### config.mk
export PLATFORM = sky130hd
export DESIGN_NAME = risc_boot_sequencer
export DESIGN_NICKNAME = d
export VERILOG_FILES = /design/src/rtl/risc_pkg.sv /design/src/rtl/counter.sv /design/src/rtl/risc_boot_sequencer.sv
export SDC_FILE = /design/constraint.sdc
export NUM_CORES = 1
export LEC_CHECK = 0
export ABC_CLOCK_PERIOD_IN_PS = 1800
export CAP_MARGIN = 20
export CELL_PAD_IN_SITES_DETAIL_PLACEMENT = 2
export CELL_PAD_IN_SITES_GLOBAL_PLACEMENT = 2
export CORE_MARGIN = 2
export CORE_UTILIZATION = 29
export CTS_CLUSTER_DIAMETER = 80
export DETAILED_ROUTE_END_ITERATION = 8
export DONT_BUFFER_PORTS = 1
export PLACE_DENSITY_LB_ADDON = 0.1
export SLEW_MARGIN = 20
export SYNTH_ARGS = -nofsm -noshare
export SYNTH_HDL_FRONTEND = slang
export SYNTH_SLANG_ARGS = --single-unit
### constraint.sdc
create_clock -name clk -period 1.8 [get_ports clk]
set_input_delay 0.27 -clock clk [delete_from_list [all_inputs] [get_ports clk]]
set_output_delay 0.27 -clock clk [all_outputs]
set_load 0.02 [all_outputs]
### src/rtl/risc_pkg.sv
// ----------------------------------------------------------------------------
// risc_pkg
// Shared definitions for the 8-bit RISC core and its boot sequencer.
//   - DEF_AWIDTH / DEF_DWIDTH : default memory address / word widths
//   - HLT .. JMP              : 3-bit opcode values (upper bits of a word)
//   - boot_state_t            : boot sequencer state encoding
// No ports; this file is imported with "import risc_pkg::*".
// ----------------------------------------------------------------------------
package risc_pkg;

    localparam int DEF_AWIDTH = 5;
    localparam int DEF_DWIDTH = 8;

    // A zero word decodes as "HLT 0", which is why unused memory is zero-filled.
    localparam logic [2:0] HLT = 3'd0;
    localparam logic [2:0] SKZ = 3'd1;
    localparam logic [2:0] ADD = 3'd2;
    localparam logic [2:0] AND = 3'd3;
    localparam logic [2:0] XOR = 3'd4;
    localparam logic [2:0] LDA = 3'd5;
    localparam logic [2:0] STO = 3'd6;
    localparam logic [2:0] JMP = 3'd7;

    typedef enum logic [2:0] {
        BOOT_IDLE,
        BOOT_LOAD,
        BOOT_FILL,
        BOOT_DRAIN,
        BOOT_RUN,
        BOOT_DONE
    } boot_state_t;

endpackage

### src/rtl/counter.sv
// ----------------------------------------------------------------------------
// counter
// Generic loadable up-counter, reused here as the memory address generator.
// Ports:
//   clk   : rising-edge clock
//   rst   : synchronous active-high reset, clears the count
//   load  : load 'data' into the count (has priority over enab)
//   enab  : increment the count by one (wraps at the top)
//   data  : value loaded when load=1
//   count : current count (registered)
// ----------------------------------------------------------------------------
module counter #(
    parameter int WIDTH = 5
) (
    input  logic             clk,
    input  logic             rst,
    input  logic             load,
    input  logic             enab,
    input  logic [WIDTH-1:0] data,
    output logic [WIDTH-1:0] count
);

    logic [WIDTH-1:0] count_q;
    logic [WIDTH-1:0] count_d;

    // Load wins over increment so a clear is never lost to a simultaneous write.
    always_comb begin
        count_d = count_q;
        if (load) begin
            count_d = data;
        end else if (enab) begin
            count_d = count_q + 1'b1;
        end
    end

    always_ff @(posedge clk) begin
        if (rst) begin
            count_q <= '0;
        end else begin
            count_q <= count_d;
        end
    end

    assign count = count_q;

endmodule

### src/rtl/risc_boot_sequencer.sv
// ----------------------------------------------------------------------------
// risc_boot_sequencer
// Start-up and run supervisor for the 8-bit RISC core: holds the core in
// reset, streams a program image from a host byte interface into the shared
// memory, zero-fills the remaining words, releases the core and counts run
// cycles until it halts.
// Optional feature: define BOOT_SEQ_TIMEOUT_EN to add a run watchdog that
// ends the session with err_tmo after TIMEOUT cycles without a halt.
// Ports:
//   clk, rst            : clock, synchronous active-high reset
//   start               : pulse that begins a session from IDLE or DONE
//   s_valid/s_ready     : host byte handshake
//   s_data, s_last      : program byte and end-of-image marker
//   mem_sel             : 1 = sequencer owns the memory port
//   mem_wr/addr/wdata   : memory write port (valid in the transfer cycle)
//   core_rst            : reset to the core
//   core_halt           : halt indication from the core
//   busy, done          : session in progress / core halted
//   err_ovf, err_tmo    : image overflow / watchdog expiry
//   cycles              : saturating count of core run cycles
// ----------------------------------------------------------------------------
module risc_boot_sequencer
    import risc_pkg::*;
#(
    parameter int AWIDTH  = DEF_AWIDTH,
    parameter int DWIDTH  = DEF_DWIDTH,
    parameter int CWIDTH  = 16,
    parameter int TIMEOUT = 1000
) (
    input  logic              clk,
    input  logic              rst,
    input  logic              start,
    input  logic              s_valid,
    output logic              s_ready,
    input  logic [DWIDTH-1:0] s_data,
    input  logic              s_last,
    output logic              mem_sel,
    output logic              mem_wr,
    output logic [AWIDTH-1:0] mem_addr,
    output logic [DWIDTH-1:0] mem_wdata,
    output logic              core_rst,
    input  logic              core_halt,
    output logic              busy,
    output logic              done,
    output logic              err_ovf,
    output logic              err_tmo,
    output logic [CWIDTH-1:0] cycles
);

    localparam logic [AWIDTH-1:0] ADDR_TOP   = '1;
    localparam logic [CWIDTH-1:0] CYCLES_MAX = '1;

    boot_state_t       state_q, state_d;
    logic              core_rst_q, core_rst_d;
    logic              mem_sel_q, mem_sel_d;
    logic              s_ready_q, s_ready_d;
    logic              busy_q, busy_d;
    logic              done_q, done_d;
    logic              err_ovf_q, err_ovf_d;
    logic [CWIDTH-1:0] cycles_q, cycles_d;

    logic              addr_clr;
    logic              addr_inc;
    logic              run_go;
    logic              xfer;
    logic [AWIDTH-1:0] addr;

`ifdef BOOT_SEQ_TIMEOUT_EN
    localparam int              WDW       = $clog2(TIMEOUT + 1);
    localparam logic [WDW-1:0]  WDOG_LAST = WDW'(TIMEOUT - 1);
    logic [WDW-1:0] wdog_q, wdog_d;
    logic           err_tmo_q, err_tmo_d;
`else
    logic unused_timeout;
    assign unused_timeout = (TIMEOUT != 0);
`endif

    counter #(
        .WIDTH (AWIDTH)
    ) u_addr_cnt (
        .clk   (clk),
        .rst   (rst),
        .load  (addr_clr),
        .enab  (addr_inc),
        .data  ({AWIDTH{1'b0}}),
        .count (addr)
    );

    // s_ready_q is only high in LOAD and DRAIN, so this is the handshake.
    assign xfer = s_valid & s_ready_q;

    // Next-state and next-output logic for the whole session FSM.
    always_comb begin
        state_d    = state_q;
        core_rst_d = core_rst_q;
        mem_sel_d  = mem_sel_q;
        s_ready_d  = s_ready_q;
        busy_d     = busy_q;
        done_d     = done_q;
        err_ovf_d  = err_ovf_q;
        cycles_d   = cycles_q;
        addr_clr   = 1'b0;
        addr_inc   = 1'b0;
        run_go     = 1'b0;
`ifdef BOOT_SEQ_TIMEOUT_EN
        err_tmo_d  = err_tmo_q;
        wdog_d     = '0;
`endif
        case (state_q)
            BOOT_IDLE, BOOT_DONE: begin
                if (start) begin
                    state_d    = BOOT_LOAD;
                    core_rst_d = 1'b1;
                    mem_sel_d  = 1'b1;
                    s_ready_d  = 1'b1;
                    busy_d     = 1'b1;
                    done_d     = 1'b0;
                    err_ovf_d  = 1'b0;
                    cycles_d   = '0;
                    addr_clr   = 1'b1;
`ifdef BOOT_SEQ_TIMEOUT_EN
                    err_tmo_d  = 1'b0;
`endif
                end
            end
            BOOT_LOAD: begin
                if (xfer) begin
                    addr_inc = 1'b1;
                    if (addr == ADDR_TOP) begin
                        if (s_last) begin
                            run_go = 1'b1;
                        end else begin
                            state_d   = BOOT_DRAIN;
                            err_ovf_d = 1'b1;
                        end
                    end else if (s_last) begin
                        state_d   = BOOT_FILL;
                        s_ready_d = 1'b0;
                    end
                end
            end
            BOOT_FILL: begin
                addr_inc = 1'b1;
                if (addr == ADDR_TOP) begin
                    run_go = 1'b1;
                end
            end
            BOOT_DRAIN: begin
                if (xfer && s_last) begin
                    run_go = 1'b1;
                end
            end
            BOOT_RUN: begin
                // A halt in the same cycle as the watchdog limit takes priority.
                if (core_halt) begin
                    state_d = BOOT_DONE;
                    busy_d  = 1'b0;
                    done_d  = 1'b1;
                end else begin
                    if (cycles_q != CYCLES_MAX) begin
                        cycles_d = cycles_q + 1'b1;
                    end
`ifdef BOOT_SEQ_TIMEOUT_EN
                    wdog_d = wdog_q + 1'b1;
                    if (wdog_q == WDOG_LAST) begin
                        state_d    = BOOT_DONE;
                        busy_d     = 1'b0;
                        done_d     = 1'b1;
                        core_rst_d = 1'b1;
                        err_tmo_d  = 1'b1;
                    end
`endif
                end
            end
            default: begin
                state_d = BOOT_IDLE;
            end
        endcase

        // Releasing the core hands the memory port over in the same edge.
        if (run_go) begin
            state_d    = BOOT_RUN;
            s_ready_d  = 1'b0;
            core_rst_d = 1'b0;
            mem_sel_d  = 1'b0;
        end
    end

    always_ff @(posedge clk) begin
        if (rst) begin
            state_q    <= BOOT_IDLE;
            core_rst_q <= 1'b1;
            mem_sel_q  <= 1'b1;
            s_ready_q  <= 1'b0;
            busy_q     <= 1'b0;
            done_q     <= 1'b0;
            err_ovf_q  <= 1'b0;
            cycles_q   <= '0;
`ifdef BOOT_SEQ_TIMEOUT_EN
            err_tmo_q  <= 1'b0;
            wdog_q     <= '0;
`endif
        end else begin
            state_q    <= state_d;
            core_rst_q <= core_rst_d;
            mem_sel_q  <= mem_sel_d;
            s_ready_q  <= s_ready_d;
            busy_q     <= busy_d;
            done_q     <= done_d;
            err_ovf_q  <= err_ovf_d;
            cycles_q   <= cycles_d;
`ifdef BOOT_SEQ_TIMEOUT_EN
            err_tmo_q  <= err_tmo_d;
            wdog_q     <= wdog_d;
`endif
        end
    end

    // The write port is combinational from the host byte so a transfer is
    // written in the same cycle it is accepted; FILL writes zeros every cycle.
    assign mem_wr    = ((state_q == BOOT_LOAD) && s_valid) || (state_q == BOOT_FILL);
    assign mem_addr  = addr;
    assign mem_wdata = (state_q == BOOT_LOAD) ? s_data : '0;

    assign s_ready   = s_ready_q;
    assign mem_sel   = mem_sel_q;
    assign core_rst  = core_rst_q;
    assign busy      = busy_q;
    assign done      = done_q;
    assign err_ovf   = err_ovf_q;
    assign cycles    = cycles_q;
`ifdef BOOT_SEQ_TIMEOUT_EN
    assign err_tmo   = err_tmo_q;
`else
    assign err_tmo   = 1'b0;
`endif

endmodule

After elaboration in Yosys (flattened, before gate mapping)
Cells that the tools add are included.

storage, ports and cells
  bits in registers = 29
  bits of input ports = 14
  logic and storage cells = 95
  output and inout port bits = 37

operators by class
  add/subtract/negate cells = 2
  reductions and logical operators = 19
  muxes and demuxes = 39
  bitwise gates (word level) = 2
  equality and inequality tests = 24

operator list
  kind                                                             number
  16-bit 2-to-1 mux                                                3
  16-bit one-hot mux with 2 select lines                           1
  3-bit 2-to-1 mux                                                 7
  1-bit 2-to-1 mux                                                 20
  2-bit != test, second input constant                             9
  16-bit by 1-bit adder with 16-bit output, second input constant  1
  16-bit != test, second input constant                            1
  3-bit != test, second input constant                             5
  3-bit one-hot mux with 4 select lines                            1
  6-bit AND reduction                                              2
  1-bit one-hot mux with 2 select lines                            5
  5-bit AND reduction                                              2
  8-bit 2-to-1 mux                                                 1
  4-bit != test, second input constant                             2
  2-bit nonzero test                                               4
  2-bit OR reduction                                               4
  3-bit by 2-bit == test with 1-bit output, second input constant  2
  3-bit == test, second input constant                             2
  5-bit by 1-bit adder with 5-bit output, second input constant    1
  5-bit == test, second input constant                             1
  4-bit AND reduction                                              1
  3-bit by 1-bit == test with 1-bit output, second input constant  1
  3-bit zero test                                                  1
  1-bit one-hot mux with 3 select lines                            1
  other kinds (7)                                                  8

Depth between registers and ports, before layout
  depth after elaboration = 6
  mapped depth = 7
  depth with buffers taken out = 7

Modules after synthesis
Synthesis repeated with hierarchy kept, for this count alone.

unflattened totals
  cell total of the unflattened synthesis = 200
  area, all modules = 1,695.4 µm²

modules (own cells, without submodules)
  module               area an instance (µm²)  cells each  sequential area each (µm²)  times used
  risc_boot_sequencer  1,438.9                 172         480.5                       1
  counter              256.5                   28          100.1                       1

Least setup slack after synthesis
Ideal clock, no wire load.

  path type = reg-to-reg
  start point = reg u_addr_cnt.count_q[0], in the netlist u_addr_cnt.count[0]
  end point = reg mem_sel_q, in the netlist mem_sel
  cell stages (with the launch flop) = 8
  period minus slack after synthesis = 1.825 ns
  path buffers = 0
  setup time = 0.129 ns
  arrival time = 1.697 ns
  slack = -0.025 ns
  path through = dfxtp_1 -> ha_1 -> and3_1 -> ha_1 -> o21ai_0 -> o2bb2a_1 -> nor2_1 -> o21ai_0

on the way
  cells in the longest elaborated chain, start to end = 6
  elaborated cells between the ends (all ways) = 9

RTL lines
  what                                     RTL line                                                RTL
  start, declared                          counter.sv:23                                           logic [WIDTH-1:0] count_q;
  start signal, assigned                   counter.sv:40                                           count_q <= count_d;
  5-bit == test *                          risc_boot_sequencer.sv:129, risc_boot_sequencer.sv:144
  1-bit 2-to-1 mux                         risc_boot_sequencer.sv:129                              if (addr == ADDR_TOP) begin
  1-bit 2-to-1 mux                         risc_boot_sequencer.sv:127                              if (xfer) begin
  1-bit one-hot mux with 3 select lines *  risc_boot_sequencer.sv:109                              case (state_q)
  2-bit nonzero test (no line)             --
  2-bit AND reduction (no line)            --
  end signal, assigned                     risc_boot_sequencer.sv:206                              mem_sel_q <= mem_sel_d;
  end, declared                            risc_boot_sequencer.sv:55                               logic mem_sel_q, mem_sel_d;

Mark *: on every way between the ends. The rest lies on a longest branch, timed or not.
A chain may end at the register's enable or synchronous reset.

Worst setup path after layout
  start point = reg state_q[0]
  end point = out mem_wdata[3]

on the way
  cells in the longest elaborated chain, start to end = 2

RTL lines
  what                                      RTL line                    RTL
  start, declared                           risc_boot_sequencer.sv:53   boot_state_t state_q, state_d;
  start signal, assigned                    risc_boot_sequencer.sv:204  state_q <= state_d;
  3-bit by 1-bit == test with 1-bit output  risc_boot_sequencer.sv:223  assign mem_wdata = (state_q == BOOT_LOAD) ? s_data : '0;
  8-bit 2-to-1 mux                          risc_boot_sequencer.sv:223
  end, declared                             risc_boot_sequencer.sv:40   output logic [DWIDTH-1:0] mem_wdata,

No other way between the ends.

==> summary.txt <==
Run status
  – Status: finished, final reports clean

Placement
  – Final HPWL DP: 4.179 mm
  – Port Buf Inserts: 0
  – Placed cell area: 1948 um2
  – Routability Congestion: 0.7577
  – # placed instances: 295

STA
  – Worst slew pin tran: 0.4893 ns
  – Sum Neg Setup Slack: 0 ns
  – Slew margin rel.: 67.10%
  – Fin crit share: 94.30%
  – Final Setup Violations: 0
  – Final hold slack: 0.04651 ns
  – Max Freq: 589.1 MHz
  – Fin. Hold Viols: 0
  – Crit path time final: 1.697 ns
  – Slew Limit Fails: 0
  – Fin Clk Skew: 0.006060 ns

GRT
  – Initial antenna violation count: 0
  – Overall routing resource usage: 17.87%
  – Pin count of the biggest net entering global routing: 17
  – Grt total ovfl: 0
  – Vias in the first global route: 1832
  – First-pass GRT wire length: 8.873 mm

Synth
  – Seq/Total Area, Yosys: 34.76%
  – Synth top area share: 34.76%
  – Netlist cell types: 49
  – Avg Synthesized Cell Area: 8.310 um2
  – Most used DFF post-synth: dfxtp_1
  – Number of synthesis warnings: 0
  – EDFF count, synth: 0
  – Syn Std Cell Area: 1670 um2
  – Dominant cell type by area after synthesis: dfxtp_1
  – Cell count after synthesis: 201
  – Synth async-reset ratio: 0%
  – Syn nets: 218
  – Post-synthesis register bit count: 29
  – Leading post-synthesis cells by cell area: dfxtp_1, a21oi_1, nand2_1, and2_1, o21ai_0

Floorplanning
  – CORE AREA: 5540 um2
  – Starting density of the core: 30.15%
  – DIE AREA: 6383 um2
  – Height of the chip: 79.90 um
  – Die width: 79.90 um
  – FP Rows: 27
  – I/O pin count: 51

Clock tree
  – Clock transition at path regs: 0.06 ns
  – CTS tree: yes
  – Max Root-Sink Buffers: 2
  – Clock Root Buffer: clkbuf_8
  – Cts-stage hold buffer count: 0
  – # Post-CTS Setup Buffers: 0
  – CTS Buf Count: 5
  – Number of clock sinks: 29
  – H-tree depth: 2
  – Clock latency at the later pin of the worst-skew pair: 0.29 ns

Finish
  – Final #Nets: 247
  – Multi-input gate area: 1069 um2
  – Final Cell Area: 2085 um2
  – Fill cells: 647
  – Most common cell after layout, fill and taps aside: buf_4
  – Share of layout cells above drive strength 1: 26.09%
  – FF+latch area: 584.3 um2
  – Most frequent cells in the layout: buf_4, dfxtp_1, a21oi_1, nand2_1, nor2_1
  – Diodes inserted: 0
  – Layout area overhead: 24.79%
  – Final core utilization: 37.62%
  – Non-filler cells, final: 302

Worst hold path
  – Type of the tightest min-delay check: in -> reg

Critical path
  – Critical path class: reg -> out
  – Worst endpoint data arrival time: 1.43 ns
  – WP data required: 1.53 ns
  – Startpoint Class: register
  – CP max FO: 16
  – CP Capture Type: primary output
  – Max stage delay cell, worst path: dfxtp_2
  – Crit-path cells: buf_6 -> nor3b_2 -> buf_4 -> and2_2
  – Max stage delay on crit path: 0.39 ns

Detailed routing
  – DRT Pass-1 Iters: 4
  – Antenna viol nets, final: 0
  – Vias per inst: 5.517
  – DRT Wirelength: 5.458 mm
  – DRC: 0
  – Via Count: 1666
  – WL/cell: 18.07 um
  – DR iter-0 viols: 50

Power
  – Peak VDD IR: 0.0002831 V
  – PwrDens: 648.8 nW/um2
  – Static Leak: 0.0007359 uW

Job
  – Max Cap Violations: 0
==> cells in the mapped netlist (all sizes together) (3+ instances only) <==
| master | n |
|---|---|
| a2111o | 3 |
| a211oi | 3 |
| a21oi | 21 |
| and2 | 11 |
| and3 | 4 |
| buf | 4 |
| clkbuf | 6 |
| dfxtp | 29 |
| ha | 3 |
| inv | 3 |
| mux2i | 4 |
| nand2 | 19 |
| nand2b | 5 |
| nand3 | 8 |
| nor2 | 12 |
| nor3 | 4 |
| nor4 | 3 |
| o21ai | 11 |
| o31ai | 6 |
| or4 | 6 |
| xnor2 | 4 |
==> final timing paths <==
check | from | end | slack [ns] | cells past startpoint
worst min register to register | cycles[8] | cycles[8] | 0.53 | 2
worst max register to register | state_q[0] | cycles[14] | 0.11 | 3
worst min-delay path | rst | done | 0.05 | 1
worst max-delay path | state_q[0] | mem_wdata[3] | 0.10 | 4
==> timing repair <==
action	in CTS	in global routing
hold endpoints to repair	0	0
pin swaps	0	1
setup endpoints to repair	13	13
resized for setup	9	9
cloned	0	0
==> routing by layer <==
metal,part of all wire (%),global-route usage [%],wire length [um]
met5,0,0,0
met4,1.4,6.102,76
met3,5.2,4.864,286
met2,53,32.67,2876
met1,41,19.70,2218
==> cell families (layout without fill, tap and decap cells) <==
group | after synthesis | in the layout | synth area share [%]
AOI/OAI and AO/OA | 58 | 58 | 23.00
xor gates and xnor gates | 5 | 5 | 2.622
adders and majority gates | 3 | 3 | 2.247
buffers and inverters | 13 | 42 | 3.969
DFF | 29 | 29 | 34.76
muxes | 4 | 4 | 2.397
other | 1 | 1 | 0.2245
and+or+nand+nor | 88 | 88 | 30.79
==> flip-flops by register name, indices dropped and copies added, names as in the netlist <==
| signal | flops |
|---|---|
| cycles | 16 |
| u_addr_cnt.count | 5 |
| state_q | 3 |
| busy | 1 |
| done | 1 |
| err_ovf | 1 |
| mem_sel | 1 |
| s_ready | 1 |
==> layout make-up <==
class	count	share of cell area, %
Multi-Input combinational cell	159	51.26
Sequential cell	29	28.03
Timing Repair Buffer	32	11.70
Tap cell	72	4.322
Clock buffer	7	4.142
Inverter	3	0.5402
==> where the power goes <==
part / switching [uW] / total [uW] / leakage [uW] / internal [uW]
Sequential: 16.6 / 667 / 0.000236 / 651
Combinational: 77.8 / 127 / 0.000456 / 49.2
Clock: 255 / 558 / 0.0000443 / 303
==> critical path: cells and delay by family (launching register included) <==
family	cells	cell delay (ns)
buf+inv	2	0.35
simple gates	2	0.40
flops	1	0.39
==> per-stage QoR <==
stage	total power, uW	worst slack, ns
floorplan	770.3	0.08035
global placement	798.9	0.03632
detailed placement	803.1	-0.07476
CTS	1370	0.0009016
global route	1413	-0.002579
finish	1352	0.1026
Power figures use the tool's default switching activity.
